### src/rtl/game_pkg.sv
// Shared game definitions: controller state encodings, per-player FSM states
// and hit damage amounts.
package game_pkg;

    localparam logic [2:0] S_IDLE      = 3'd0;
    localparam logic [2:0] S_COUNTDOWN = 3'd1;
    localparam logic [2:0] S_FIGHT     = 3'd2;
    localparam logic [2:0] S_P1_WIN    = 3'd3;
    localparam logic [2:0] S_P2_WIN    = 3'd4;
    localparam logic [2:0] S_EQ        = 3'd5;

    typedef enum logic [1:0] {
        PH_READY  = 2'd0,
        PH_STUN   = 2'd1,
        PH_IFRAME = 2'd2,
        PH_KO     = 2'd3
    } ph_state_t;

    localparam logic [2:0] LIGHT_DMG = 3'd1;
    localparam logic [2:0] HEAVY_DMG = 3'd2;

endpackage

### src/rtl/player_health_unit.sv
// One fighter: READY/STUN/IFRAME/KO FSM, frame counter, health and KO pulse.
// PLAYER_HEALTH_IFRAME_EN compiles in the post-stun invulnerability state.
module player_health_unit
    import game_pkg::*;
#(
    parameter logic [2:0] MAX_HEALTH    = 3'd5,
    parameter int         STUN_FRAMES   = 20,
    parameter int         IFRAME_FRAMES = 30
) (
    input  logic       clk,
    input  logic       reset,
    input  logic       round_setup,
    input  logic       fight_active,
    input  logic       hit,
    input  logic       heavy,
    input  logic       block,
    output logic [2:0] health,
    output logic       stunned,
    output logic       invuln,
    output logic       ko
);

`ifdef PLAYER_HEALTH_IFRAME_EN
    localparam bit IFRAME_ON = 1'b1;
`else
    localparam bit IFRAME_ON = 1'b0;
`endif

    localparam logic [7:0] STUN_LOAD   = 8'(STUN_FRAMES - 1);
    localparam logic [7:0] IFRAME_LOAD = 8'(IFRAME_FRAMES - 1);
    // Where a finished stun goes; constant-folds to READY when i-frames are off.
    localparam ph_state_t  STUN_EXIT   = IFRAME_ON ? PH_IFRAME : PH_READY;
    localparam logic [7:0] EXIT_LOAD   = IFRAME_ON ? IFRAME_LOAD : 8'd0;

    ph_state_t  state, state_next;
    logic [7:0] cnt, cnt_next;
    logic [2:0] health_next;
    logic       ko_next;
    logic [2:0] dmg;

    always_ff @(posedge clk) begin
        if (reset) begin
            state  <= PH_READY;
            cnt    <= 8'd0;
            health <= MAX_HEALTH;
            ko     <= 1'b0;
        end else begin
            state  <= state_next;
            cnt    <= cnt_next;
            health <= health_next;
            ko     <= ko_next;
        end
    end

    always_comb begin
        state_next  = state;
        cnt_next    = cnt;
        health_next = health;
        ko_next     = 1'b0;
        dmg         = heavy ? HEAVY_DMG : LIGHT_DMG;
        if (block) dmg = dmg - 3'd1;

        if (round_setup) begin
            state_next  = PH_READY;
            cnt_next    = 8'd0;
            health_next = MAX_HEALTH;
        end else if (fight_active) begin
            case (state)
                PH_READY: begin
                    if (hit) begin
                        health_next = (health > dmg) ? health - dmg : 3'd0;
                        // KO wins over stun when the same hit empties health.
                        if (health_next == 3'd0) begin
                            state_next = PH_KO;
                            cnt_next   = 8'd0;
                            ko_next    = 1'b1;
                        end else if (!block) begin
                            state_next = PH_STUN;
                            cnt_next   = STUN_LOAD;
                        end
                    end
                end
                PH_STUN: begin
                    if (cnt == 8'd0) begin
                        state_next = STUN_EXIT;
                        cnt_next   = EXIT_LOAD;
                    end else begin
                        cnt_next = cnt - 8'd1;
                    end
                end
`ifdef PLAYER_HEALTH_IFRAME_EN
                PH_IFRAME: begin
                    if (cnt == 8'd0) state_next = PH_READY;
                    else             cnt_next   = cnt - 8'd1;
                end
`endif
                PH_KO: ;
                default: begin
                    state_next = PH_READY;
                    cnt_next   = 8'd0;
                end
            endcase
        end
    end

    always_comb begin
        stunned = (state == PH_STUN);
`ifdef PLAYER_HEALTH_IFRAME_EN
        invuln  = (state == PH_STUN) || (state == PH_IFRAME);
`else
        invuln  = (state == PH_STUN);
`endif
    end

endmodule

### src/rtl/player_health.sv
// Health, hit-stun and invulnerability tracking for both fighters, one frame
// per clock. PLAYER_HEALTH_IFRAME_EN enables post-stun i-frames.
module player_health
    import game_pkg::*;
#(
    parameter logic [2:0] MAX_HEALTH    = 3'd5,
    parameter int         STUN_FRAMES   = 20,
    parameter int         IFRAME_FRAMES = 30
) (
    input  logic       clk,
    input  logic       reset,
    input  logic [2:0] game_state,
    input  logic       p1_hit,
    input  logic       p2_hit,
    input  logic       p1_heavy,
    input  logic       p2_heavy,
    input  logic       p1_block,
    input  logic       p2_block,
    output logic [2:0] player1_health,
    output logic [2:0] player2_health,
    output logic       p1_stunned,
    output logic       p2_stunned,
    output logic       p1_invuln,
    output logic       p2_invuln,
    output logic       p1_ko,
    output logic       p2_ko
);

    logic round_setup;
    logic fight_active;

    // Encodings 6 and 7 are unused by the controller and treated as setup.
    assign round_setup  = (game_state == S_IDLE) || (game_state == S_COUNTDOWN) ||
                          (game_state == 3'd6)   || (game_state == 3'd7);
    assign fight_active = (game_state == S_FIGHT);

    player_health_unit #(
        .MAX_HEALTH   (MAX_HEALTH),
        .STUN_FRAMES  (STUN_FRAMES),
        .IFRAME_FRAMES(IFRAME_FRAMES)
    ) u_p1 (
        .clk         (clk),
        .reset       (reset),
        .round_setup (round_setup),
        .fight_active(fight_active),
        .hit         (p1_hit),
        .heavy       (p1_heavy),
        .block       (p1_block),
        .health      (player1_health),
        .stunned     (p1_stunned),
        .invuln      (p1_invuln),
        .ko          (p1_ko)
    );

    player_health_unit #(
        .MAX_HEALTH   (MAX_HEALTH),
        .STUN_FRAMES  (STUN_FRAMES),
        .IFRAME_FRAMES(IFRAME_FRAMES)
    ) u_p2 (
        .clk         (clk),
        .reset       (reset),
        .round_setup (round_setup),
        .fight_active(fight_active),
        .hit         (p2_hit),
        .heavy       (p2_heavy),
        .block       (p2_block),
        .health      (player2_health),
        .stunned     (p2_stunned),
        .invuln      (p2_invuln),
        .ko          (p2_ko)
    );

endmodule

### config.mk
export PLATFORM = sky130hd
export DESIGN_NAME = player_health
export DESIGN_NICKNAME = d
export VERILOG_FILES = /design/src/rtl/game_pkg.sv /design/src/rtl/player_health_unit.sv /design/src/rtl/player_health.sv
export SDC_FILE = /design/constraint.sdc
export NUM_CORES = 1
export LEC_CHECK = 0
export ABC_AREA = 0
export CAP_MARGIN = 20
export CORE_ASPECT_RATIO = 2
export CORE_MARGIN = 8
export CORE_UTILIZATION = 59
export DETAILED_ROUTE_END_ITERATION = 10
export PLACE_DENSITY_LB_ADDON = 0.12
export SLEW_MARGIN = 20
export SYNTH_ARGS = -nofsm -noshare
export SYNTH_HDL_FRONTEND = slang
export SYNTH_SLANG_ARGS = --single-unit
export TNS_END_PERCENT = 20
### constraint.sdc
create_clock -name clk -period 5.99 [get_ports clk]
set_input_delay 1.4975 -clock clk [delete_from_list [all_inputs] [get_ports clk]]
set_output_delay 1.4975 -clock clk [all_outputs]
set_load 0.02 [all_outputs]
==> out/metrics.cfg <==
[die]
ios = 23
die_h_um = 95.1
initial_utilization_pct = 59.8
fp.dieW_um = 55.5
rows = 29
dieArea_mm2 = 0.00528
coreArea_mm2 = 0.00308

[worst_setup_path]
critical_path_required_ns = 6.17
path_class = in -> reg
crit_start = p2_block
r2r-start = u_p1.health[0]
r2r_slack_ns = 3.56
cp-start-kind = input pin
reg2reg_depth = 9
cp_max_fo = 5
end_kind = register
arrival_ns = 4.25

[synth]
synth_xor_area_share_pct = 0.950
syn_nets = 248
synth_area_leaders = dfxtp_1 30%, ha_1 6.8%, nor2_1 4.9%
synth_ff_type = dfxtp_1
yosys_warnings = 0
synth_commonest_cells = 28 x dfxtp_1, 24 x nor2_1, 17 x inv_1
synth-simple-area-share_pct = 25.2
ys_seq_area_share_pct = 30.4
ys_types = 52
yosysMostFrequentCell = dfxtp_1
synth_top_area_share_pct = 30.4
synth_mux_area_share_pct = 0
synth_edf_count = 0
synth_top_cell_by_area = dfxtp_1
synthCells = 225
syn_area_mm2 = 0.00184
async_reset_ff_share_pct = 0
synth-seq-cells = 28
synth_compound_area_share_pct = 29.1
syn_area_per_cell_um2 = 8.20
synth_adder_area_share_pct = 8.96
synth_top_family_by_area = compound AO/OA/AOI/OAI gates

[route]
dr.pass1.iters = 4
via_count = 1764
drt.antenna.violating_nets = 0
wl_per_cell_um = 15.8
drt_iter0_drc = 59
vias_per_cell = 6.41
drt-total-wl_um = 4350
drc = 0

[global_route]
antenna_found_initial = 0
grt_max_degree = 17
track_usage_pct = 16.6
grt-ovfl-total = 0
grt_first_pass_wirelength_um = 7660
first_global_vias = 1772

[power]
clkPwrFrac_pct = 38.6
swShare_pct = 23.6
power.internal_uw = 297
peakVddDrop_v = 0.000181
leakage_nw = 0.794
pwr-share-comb_pct = 12.9
seq_power_share_pct = 48.5
p_sw_uw = 91.6
pwr_density_cell_mw_per_mm2 = 181

[sta]
fmax_ghz = 0.245
slew_headroom_pct = 51.6
fin_crit_sh_pct = 68.0
hold_viol_final = 0
tns_ns = 0
period_needed_ns = 4.08
rsz0062_at_grt = false
setup-violations-final = 0
worst_slew_pin_slew_ns = 0.718
clock_skew_ns = 0.00213
drv_slew = 0

[cells_and_area]
multi_input_area_mm2 = 0.00119
regArea_um2 = 561
syn_to_final_growth_pct = 16.5
fin_nets = 268
finish.utilization_pct = 69.7
drive_above_1_share_pct = 4.51
antenna-diode-count = 0
num-fill-cells = 251

[clock_network]
postCtsSetupBuffers = 0
cts-buffers-inserted = 3
cts_tree = yes
ctsResizeCount = 0
clkTransAtPathRegs_ns = 0.10
cts_hold_buffers = 0
cts_root_buf = clkbuf_8
max-clock-path-buffers = 2
h-tree-depth = 1
insertion_delay_ns = 0.27
cts_sinks = 28

[worst_hold_path]
min_from = u_p1.cnt[7]
hold_path_depth = 1
hold_class = reg -> reg

[place]
hpwl_um = 3250
io_buffers = 22
gp_congestion = 0.904

[run]
cap_violations = 0

[outcome]
status = finished clean

[routing by layer]
layer | part of all wire, % | up-vias | global-route usage (%)
met5 | 0 | - | 0
met4 | 1.7 | 0 | 8.68
li1 | - | 881 | -
met3 | 4.0 | 8 | 2.53
met1 | 41 | 836 | 17.6
met2 | 53 | 39 | 30.7
[worst max-delay path, stage by stage]
cell	delay (ns)
clkdlybuf4s50_1	0.50
inv_1	0.05
ha_1	0.27
ha_1	0.15
inv_1	0.05
fa_1	0.41
nor4b_1	0.31
a21oi_1	0.10
a31oi_1	0.41
nor2_1	0.20
o221a_1	0.29
[state kept, by name, summed over array words and instances, names as in the netlist]
| register | count |
|---|---|
| u_p2.cnt | 8 |
| u_p2.state | 2 |
| u_p2.health | 3 |
| u_p1.state | 2 |
| u_p1.health | 3 |
| u_p2.ko | 1 |
| u_p1.ko | 1 |
| u_p1.cnt | 8 |
[cells by family after synthesis]
kind of cell    Yosys count
xor+xnor                  2
fa+ha+maj                12
simple gates             86
compound gates           73
flops                    28
buf+inv                  24
[metrics by stage]
stage	setup WS [ns]	area, um2	std cells	total power [mW]	hold slack, ns
after floorplan	2.33	1840	225	0.224	0.419
after global placement	1.50	2070	271	0.240	0.441
after detailed placement	1.37	2070	271	0.242	0.440
after CTS	1.67	2140	275	0.388	0.459
after global routing	1.74	2150	275	0.402	0.478
final	1.91	2150	275	0.388	0.455
[power by group through the flow]
| stage | Combinational, mW | Clock (mW) | Sequential, mW |
|---|---|---|---|
| after CTS | 0.0493 | 0.150 | 0.188 |
| after global placement | 0.0478 | 0 | 0.193 |
| after global routing | 0.0556 | 0.158 | 0.189 |
| after floorplan | 0.0315 | 0 | 0.193 |
| final | 0.0500 | 0.150 | 0.188 |
| after detailed placement | 0.0491 | 0 | 0.193 |
[final cells by class]
type / count / area share [%]
Clock buffer: 3 / 1.92
Clock inverter: 1 / 1.40
Inverter: 17 / 2.97
Multi-Input combinational cell: 173 / 55.6
Sequential cell: 28 / 26.1
Tap cell: 31 / 1.81
Timing Repair Buffer: 22 / 10.3
[placed cells by master, fill, tap and decap left out, types with 2 or more instances in the layout]
cell type and count:
nand4_1 2, nand3_1 10, a21o_1 2, fa_1 2, o311a_1 2, or3_1 4
o311ai_1 6, o31ai_1 7, nor4_1 3, o221a_1 2, a31oi_1 6, a21oi_1 13
o21a_1 2, clkbuf_8 3, ha_1 10, inv_1 17, dfxtp_1 28, or3b_1 2
nand3b_1 2, nor2b_1 3, nor3_1 11, o21ai_1 7, nand2b_1 6, nand2_1 9
or4_1 3, o21ai_0 11, nor2_1 24, clkdlybuf4s50_1 22
[worst paths after layout]
path / endpoint
max: u_p2.cnt[0]
min: u_p1.cnt[7]
max reg2reg: u_p1.state[0]
min reg2reg: u_p1.cnt[7]
Note: power is estimated with default switching activity, not from simulation.
